===== src/rtl/clock_div_pkg.sv =====
// Shared constants and helpers for the multi-channel clock divider.
package clock_div_pkg;

   // Default counter / half-period width in bits.
   localparam int DEF_CNT_W = 32;

   // Default half-period (inClk cycles) loaded at reset.
   localparam int unsigned DEF_HALF_DEFAULT = 100000;

   // Channel-select width: at least one bit, even for a single channel.
   function automatic int ch_w(input int num_ch);
      if (num_ch <= 2) begin
         return 1;
      end
      return $clog2(num_ch);
   endfunction

endpackage


===== src/rtl/clock_div_channel.sv =====
// One divider channel: counter, active half-period, shadow half-period,
// pending flag, divided clock and rising-edge tick strobe.
//
// Divisor changes are staged in shadow_q and only moved into half_q at the
// terminal count where out_clk falls (end of a full period), or on the
// next cycle if the channel is disabled.  The divided clock therefore never
// sees a short high or low phase.
module clock_div_channel
   import clock_div_pkg::*;
#(
   parameter int               CNT_W    = DEF_CNT_W,
   parameter logic [CNT_W-1:0] DEF_HALF = CNT_W'(DEF_HALF_DEFAULT)
) (
   input  logic             clk_i,
   input  logic             rst_n_i,
   input  logic             en_i,
   input  logic             cfg_we_i,
   input  logic [CNT_W-1:0] cfg_half_i,
   output logic             out_clk_o,
   output logic             tick_o,
   output logic             pending_o
);

   logic [CNT_W-1:0] cnt_q, cnt_d;
   logic [CNT_W-1:0] half_q, half_d;
   logic [CNT_W-1:0] shadow_q, shadow_d;
   logic             out_q, out_d;
   logic             tick_q, tick_d;
   logic             pend_q, pend_d;
   logic             terminal;

   // cnt never exceeds half-1, so a plain equality compare is enough.
   assign terminal = (cnt_q == (half_q - CNT_W'(1)));

   // Next-state: config capture, counting, toggling and divisor apply.
   always_comb begin
      cnt_d    = cnt_q;
      half_d   = half_q;
      shadow_d = shadow_q;
      out_d    = out_q;
      tick_d   = 1'b0;
      pend_d   = pend_q;

      // A write is only accepted while nothing is pending, so it never
      // collides with the apply paths below (they all require pend_q).
      if (cfg_we_i) begin
         shadow_d = cfg_half_i;
         pend_d   = 1'b1;
      end

      if (en_i) begin
         if (terminal) begin
            cnt_d  = '0;
            out_d  = ~out_q;
            tick_d = ~out_q;
            // Falling edge closes a full period: safe point to switch divisor.
            if (out_q && pend_q) begin
               half_d = shadow_q;
               pend_d = 1'b0;
            end
         end else begin
            cnt_d = cnt_q + CNT_W'(1);
         end
      end else if (pend_q) begin
         // Disabled channel has no running period to protect: apply now
         // and restart from a clean low phase.
         half_d = shadow_q;
         cnt_d  = '0;
         out_d  = 1'b0;
         pend_d = 1'b0;
      end
   end

   // Channel state registers with synchronous active-low reset.
   always_ff @(posedge clk_i) begin
      if (!rst_n_i) begin
         cnt_q    <= '0;
         half_q   <= DEF_HALF;
         shadow_q <= DEF_HALF;
         out_q    <= 1'b0;
         tick_q   <= 1'b0;
         pend_q   <= 1'b0;
      end else begin
         cnt_q    <= cnt_d;
         half_q   <= half_d;
         shadow_q <= shadow_d;
         out_q    <= out_d;
         tick_q   <= tick_d;
         pend_q   <= pend_d;
      end
   end

   assign out_clk_o = out_q;
   assign tick_o    = tick_q;
   assign pending_o = pend_q;

endmodule


===== src/rtl/clock_divider_multi.sv =====
// N-channel programmable clock divider / tick generator.
// Top level: config decode, ready mux, error strobe and channel array.
//
// Config handshake (valid/ready): a request transfers on any cycle where
// cfgValid && cfgReady at posedge inClk.  cfgReady depends combinationally
// on cfgCh only (it is low while the addressed channel has a pending
// divisor).  While cfgValid is high and cfgReady low the requester keeps
// cfgCh/cfgHalf stable.  A transferred request with a zero half-period or
// an out-of-range channel is dropped and reported by a one-cycle cfgErr
// pulse on the following cycle.
module clock_divider_multi
   import clock_div_pkg::*;
#(
   parameter int          NUM_CH   = 4,
   parameter int          CNT_W    = DEF_CNT_W,
   parameter int unsigned DEF_HALF = DEF_HALF_DEFAULT,
   localparam int         CH_W     = ch_w(NUM_CH)
) (
   input  logic              inClk,
   input  logic              reset,
   input  logic [NUM_CH-1:0] chEn,
   input  logic              cfgValid,
   output logic              cfgReady,
   input  logic [CH_W-1:0]   cfgCh,
   input  logic [CNT_W-1:0]  cfgHalf,
   output logic              cfgErr,
   output logic [NUM_CH-1:0] outClk,
   output logic [NUM_CH-1:0] tick
);

   logic [NUM_CH-1:0] pending;
   logic [NUM_CH-1:0] ch_we;
   logic              ch_ok;
   logic              half_ok;
   logic              cfg_fire;
   logic              cfg_err_q, cfg_err_d;

   // Channel decode and ready mux; unused channel codes are always ready
   // so a bad-channel request completes and can be flagged.
   always_comb begin
      ch_ok    = 1'b0;
      cfgReady = 1'b1;
      for (int c = 0; c < NUM_CH; c++) begin
         if (cfgCh == CH_W'(c)) begin
            ch_ok    = 1'b1;
            cfgReady = ~pending[c];
         end
      end
   end

   assign half_ok   = |cfgHalf;
   assign cfg_fire  = cfgValid & cfgReady;
   assign cfg_err_d = cfg_fire & ~(ch_ok & half_ok);

   // Per-channel write strobes for accepted, well-formed requests.
   always_comb begin
      ch_we = '0;
      for (int c = 0; c < NUM_CH; c++) begin
         ch_we[c] = cfg_fire & half_ok & (cfgCh == CH_W'(c));
      end
   end

   // Registered one-cycle error strobe.
   always_ff @(posedge inClk) begin
      if (!reset) begin
         cfg_err_q <= 1'b0;
      end else begin
         cfg_err_q <= cfg_err_d;
      end
   end

   assign cfgErr = cfg_err_q;

   for (genvar g = 0; g < NUM_CH; g++) begin : g_ch
      clock_div_channel #(
         .CNT_W    (CNT_W),
         .DEF_HALF (CNT_W'(DEF_HALF))
      ) u_ch (
         .clk_i      (inClk),
         .rst_n_i    (reset),
         .en_i       (chEn[g]),
         .cfg_we_i   (ch_we[g]),
         .cfg_half_i (cfgHalf),
         .out_clk_o  (outClk[g]),
         .tick_o     (tick[g]),
         .pending_o  (pending[g])
      );
   end

endmodule


===== config.mk =====
export PLATFORM = sky130hd
export DESIGN_NAME = clock_divider_multi
export DESIGN_NICKNAME = d
export VERILOG_FILES = /design/src/rtl/clock_div_pkg.sv /design/src/rtl/clock_div_channel.sv /design/src/rtl/clock_divider_multi.sv
export SDC_FILE = /design/constraint.sdc
export NUM_CORES = 1
export LEC_CHECK = 0
export BUFFER_PORTS_ARGS = -buffer_cell sky130_fd_sc_hd__buf_4
export CAP_MARGIN = 10
export CORE_ASPECT_RATIO = 1.2
export CORE_UTILIZATION = 40
export CTS_BUF_LIST = sky130_fd_sc_hd__clkbuf_4
export DETAILED_ROUTE_END_ITERATION = 6
export PLACE_DENSITY_LB_ADDON = 0.2
export REMOVE_ABC_BUFFERS = 1
export SLEW_MARGIN = 40
export SYNTH_ARGS = -nofsm -noshare
export SYNTH_HDL_FRONTEND = slang
export SYNTH_SLANG_ARGS = --single-unit

===== constraint.sdc =====
create_clock -name inClk -period 5.65 [get_ports inClk]
set_input_delay 0.2825 -clock inClk [delete_from_list [all_inputs] [get_ports inClk]]
set_output_delay 0.2825 -clock inClk [all_outputs]
set_load 0.02 [all_outputs]

==> results.cfg <==
[final_layout]
layout.cells.most_common_list = sky130_fd_sc_hd__dfxtp_1 (397), sky130_fd_sc_hd__nand2_1 (367), sky130_fd_sc_hd__nand3_1 (217)
post-route-cell-area_mm2 = 0.0242
final_layout_size_suffix_gt1_frac = 0.103
layout_commonest_cell = sky130_fd_sc_hd__dfxtp_1
post_layout_nonfiller_instances = 3622
n_fill_cell = 5279
area_growth_pct = 11.8
fin_nets = 2887

[synthesis]
ys.warnings.count = 0
synth-seq-cells = 397
number_of_flops_mapped_to_enable_cells_by_yosys = 0
synth-async-reset-ratio = 0
synth_flop_cell = sky130_fd_sc_hd__dfxtp_1
syn_avg_cell_area_um2 = 7.71
seq_area_frac_synth = 0.367
synth_cell_types = 80
netlist_instances = 2814
syn-cell-area_mm2 = 0.0217

[cts]
h-tree-depth = 3
insertion_delay_ns = 0.85
cts.repair_timing.setup_buffer_count = 0
cts_num_sinks = 397
clock_tree.root_cell = sky130_fd_sc_hd__clkbuf_4
cts.reportedPaths.clkPinSlew_ns = 0.07
post_cts_resize_count = 0
cts_made_buffers = 104
ctsLongestPathBuffers = 3
tritoncts = done

[drt]
drt-initial-drc-count = 1513
num_vias = 20600
post_drt_via_cell_ratio = 5.68
wl_per_cell_um = 17.3
drc_errors = 0
detail_route.wirelength_um = 62700
ant_nets = 0
detailedRoute.firstPassIterationCount = 6

[worst_setup_path]
worst_setup_path_end_kind = register
cp_data_arrival_time_ns = 5.16
criticalPathCategory = reg -> reg
largest_fanout_on_the_critical_path = 53
required_ns = 6.30
setup.worst_path.start_class = register

[timing]
setup_violations = 0
grt_setup_unrepaired = no
final.period_utilization = 0.799
finalHoldViolCount = 0
achievable_frequency_ghz = 0.222
worst_slew_margin_relative_to_its_limit = 0.451
timing_worst_slew_pin_value_ns = 0.815
layout_skew_ns = 0.0510
finalWorstPathRequiredPeriod_ns = 4.51
finalMaxSlewViolations = 0

[floorplan]
design.core.area_mm2 = 0.0536
ioPinCount = 51
design.die.area_mm2 = 0.0551
floorplan.die.width_um = 215
num_rows = 93
floorplan.die.height_um = 257
start_util = 0.404

[status]
run_status = complete, no violations

[grt]
global_route.usage.met2 = 0.375
grt_start_max_net_pins = 78
globalRoute.busiestLayer = met2
antenna_violations_before_repair = 3
vias_in_the_first_global_route = 19500
global_route.usage.met1 = 0.288
grt_pass1_wl_um = 102000
global_route.overflow_total = 0
gr-usage-all-layers = 0.226
gr-usage-met3 = 0.0362

[power_and_ir_drop]
total_leakage_power_uw = 0.00855
pwrdens_mw_per_mm2 = 241
design_power_total_uw = 5830
vdd_ir_drop_max_v = 0.000105

[placed_design]
placed_area_mm2 = 0.0224
buffer_ports.inserted = 50
place_hpwl_um = 42500
place_inst = 3396
gp_congestion = 0.912

[hold_path]
hold_class = in -> reg

[job]
max_cap_violation_count = 0
## kinds of logic after synthesis
group                    synth area share
AO/OA/AOI/OAI                       0.177
flip-flops                          0.367
XOR/XNOR                           0.0828
adder cells (fa/ha/maj)           0.00462
multiplexers                       0.0241
AND/OR/NAND/NOR                     0.294
buffers and inverters              0.0507
## Yosys cell counts (all sizes together) (15+ instances only)
cell    number  area [µm²]
mux2i       50         500
or3         37         231
o311ai      30         263
or4         32         244
nor3        89         445
xnor2      113         990
or2         15        93.8
and3        40         250
buf         28         150
a21oi      172         861
o211ai      57         428
nand3b      36         270
a21o        29         218
a31oi       47         294
nand4       74         463
nor4        61         388
nor2       155         582
inv         71         267
nand2      370        1390
o21ai      203        1020
dfxtp      397        7950
nor3b       55         413
xor2        92         806
nor2b       15        93.8
clkbuf     180         682
nand3      217        1090
## worst paths after layout
check	start	slack (ns)	cells past startpoint	endpoint
worst max-delay path	g_ch[0].u_ch.half_q[0]	1.14	12	g_ch[0].u_ch.half_q[5]
worst min-delay path	cfgHalf[10]	0.31	4	g_ch[1].u_ch.shadow_q[10]
worst max register to register	g_ch[0].u_ch.half_q[0]	1.14	12	g_ch[0].u_ch.half_q[5]
worst min register to register	g_ch[1].u_ch.shadow_q[23]	0.45	2	g_ch[1].u_ch.half_q[23]
## area by class of cell
class                           count  area [µm²]  share of cell area
Multi-Input combinational cell   2138       12700               0.526
Sequential cell                   397        7950               0.328
Clock buffer                      158        1190              0.0489
Timing Repair Buffer              126        1070              0.0441
Tap cell                          712         891              0.0368
Inverter                           71         269              0.0111
Clock inverter                     18         125             0.00516
Antenna cell                        2        5.00            0.000206
## per-stage QoR
step                setup slack, ns  setup TNS, ns  hold slack [ns]  utilization
detailed placement             1.20              0            0.447        0.418
floorplan                     -1.88         -58.70            0.344            -
global route                  0.745              0            0.241        0.452
CTS                            1.16              0            0.219        0.451
finish                         1.14              0            0.313        0.452
global placement               1.27              0            0.442        0.417
## critical path, stage by stage, from the launching register on
cell and delay [ns]:
sky130_fd_sc_hd__dfxtp_1 0.36, sky130_fd_sc_hd__inv_1 0.07, sky130_fd_sc_hd__ha_1 0.19, sky130_fd_sc_hd__or4b_1 0.61, sky130_fd_sc_hd__or4_1 0.65, sky130_fd_sc_hd__o21a_1 0.24
sky130_fd_sc_hd__or4_1 0.50, sky130_fd_sc_hd__a32o_1 0.28, sky130_fd_sc_hd__or4_4 0.54, sky130_fd_sc_hd__o31a_1 0.29, sky130_fd_sc_hd__buf_4 0.26, sky130_fd_sc_hd__o21ai_0 0.22
sky130_fd_sc_hd__o311ai_1 0.12
## flip-flops by register name, indices dropped and copies added, names as in the netlist
| register | count |
|---|---|
| g_ch.u_ch.shadow_q | 128 |
| g_ch.u_ch.pending_o | 4 |
| cfgErr | 1 |
| g_ch.u_ch.cnt_q | 128 |
| g_ch.u_ch.tick_o | 4 |
| g_ch.u_ch.out_clk_o | 4 |
| g_ch.u_ch.half_q | 128 |
## what timing repair did
| action | in CTS | in global routing |
|---|---|---|
| hold buffers | 48 | 0 |
| endpoints found under the hold margin | 199 | 0 |
| setup endpoints to repair | 0 | 0 |
## power breakdown
| part | total [µW] | switching, µW | internal (µW) |
|---|---|---|---|
| combinational | 400 | 270 | 129 |
| clock | 2550 | 1200 | 1350 |
| sequential | 2880 | 38.2 | 2840 |
## per-layer routing
metal  up-vias  wire length, µm
li1      10200                -
met1      9706            28400
met2       497            29400
met3       128             2860
met5         -               12
met4         2             1960
Note: power is estimated with default switching activity, not from simulation.
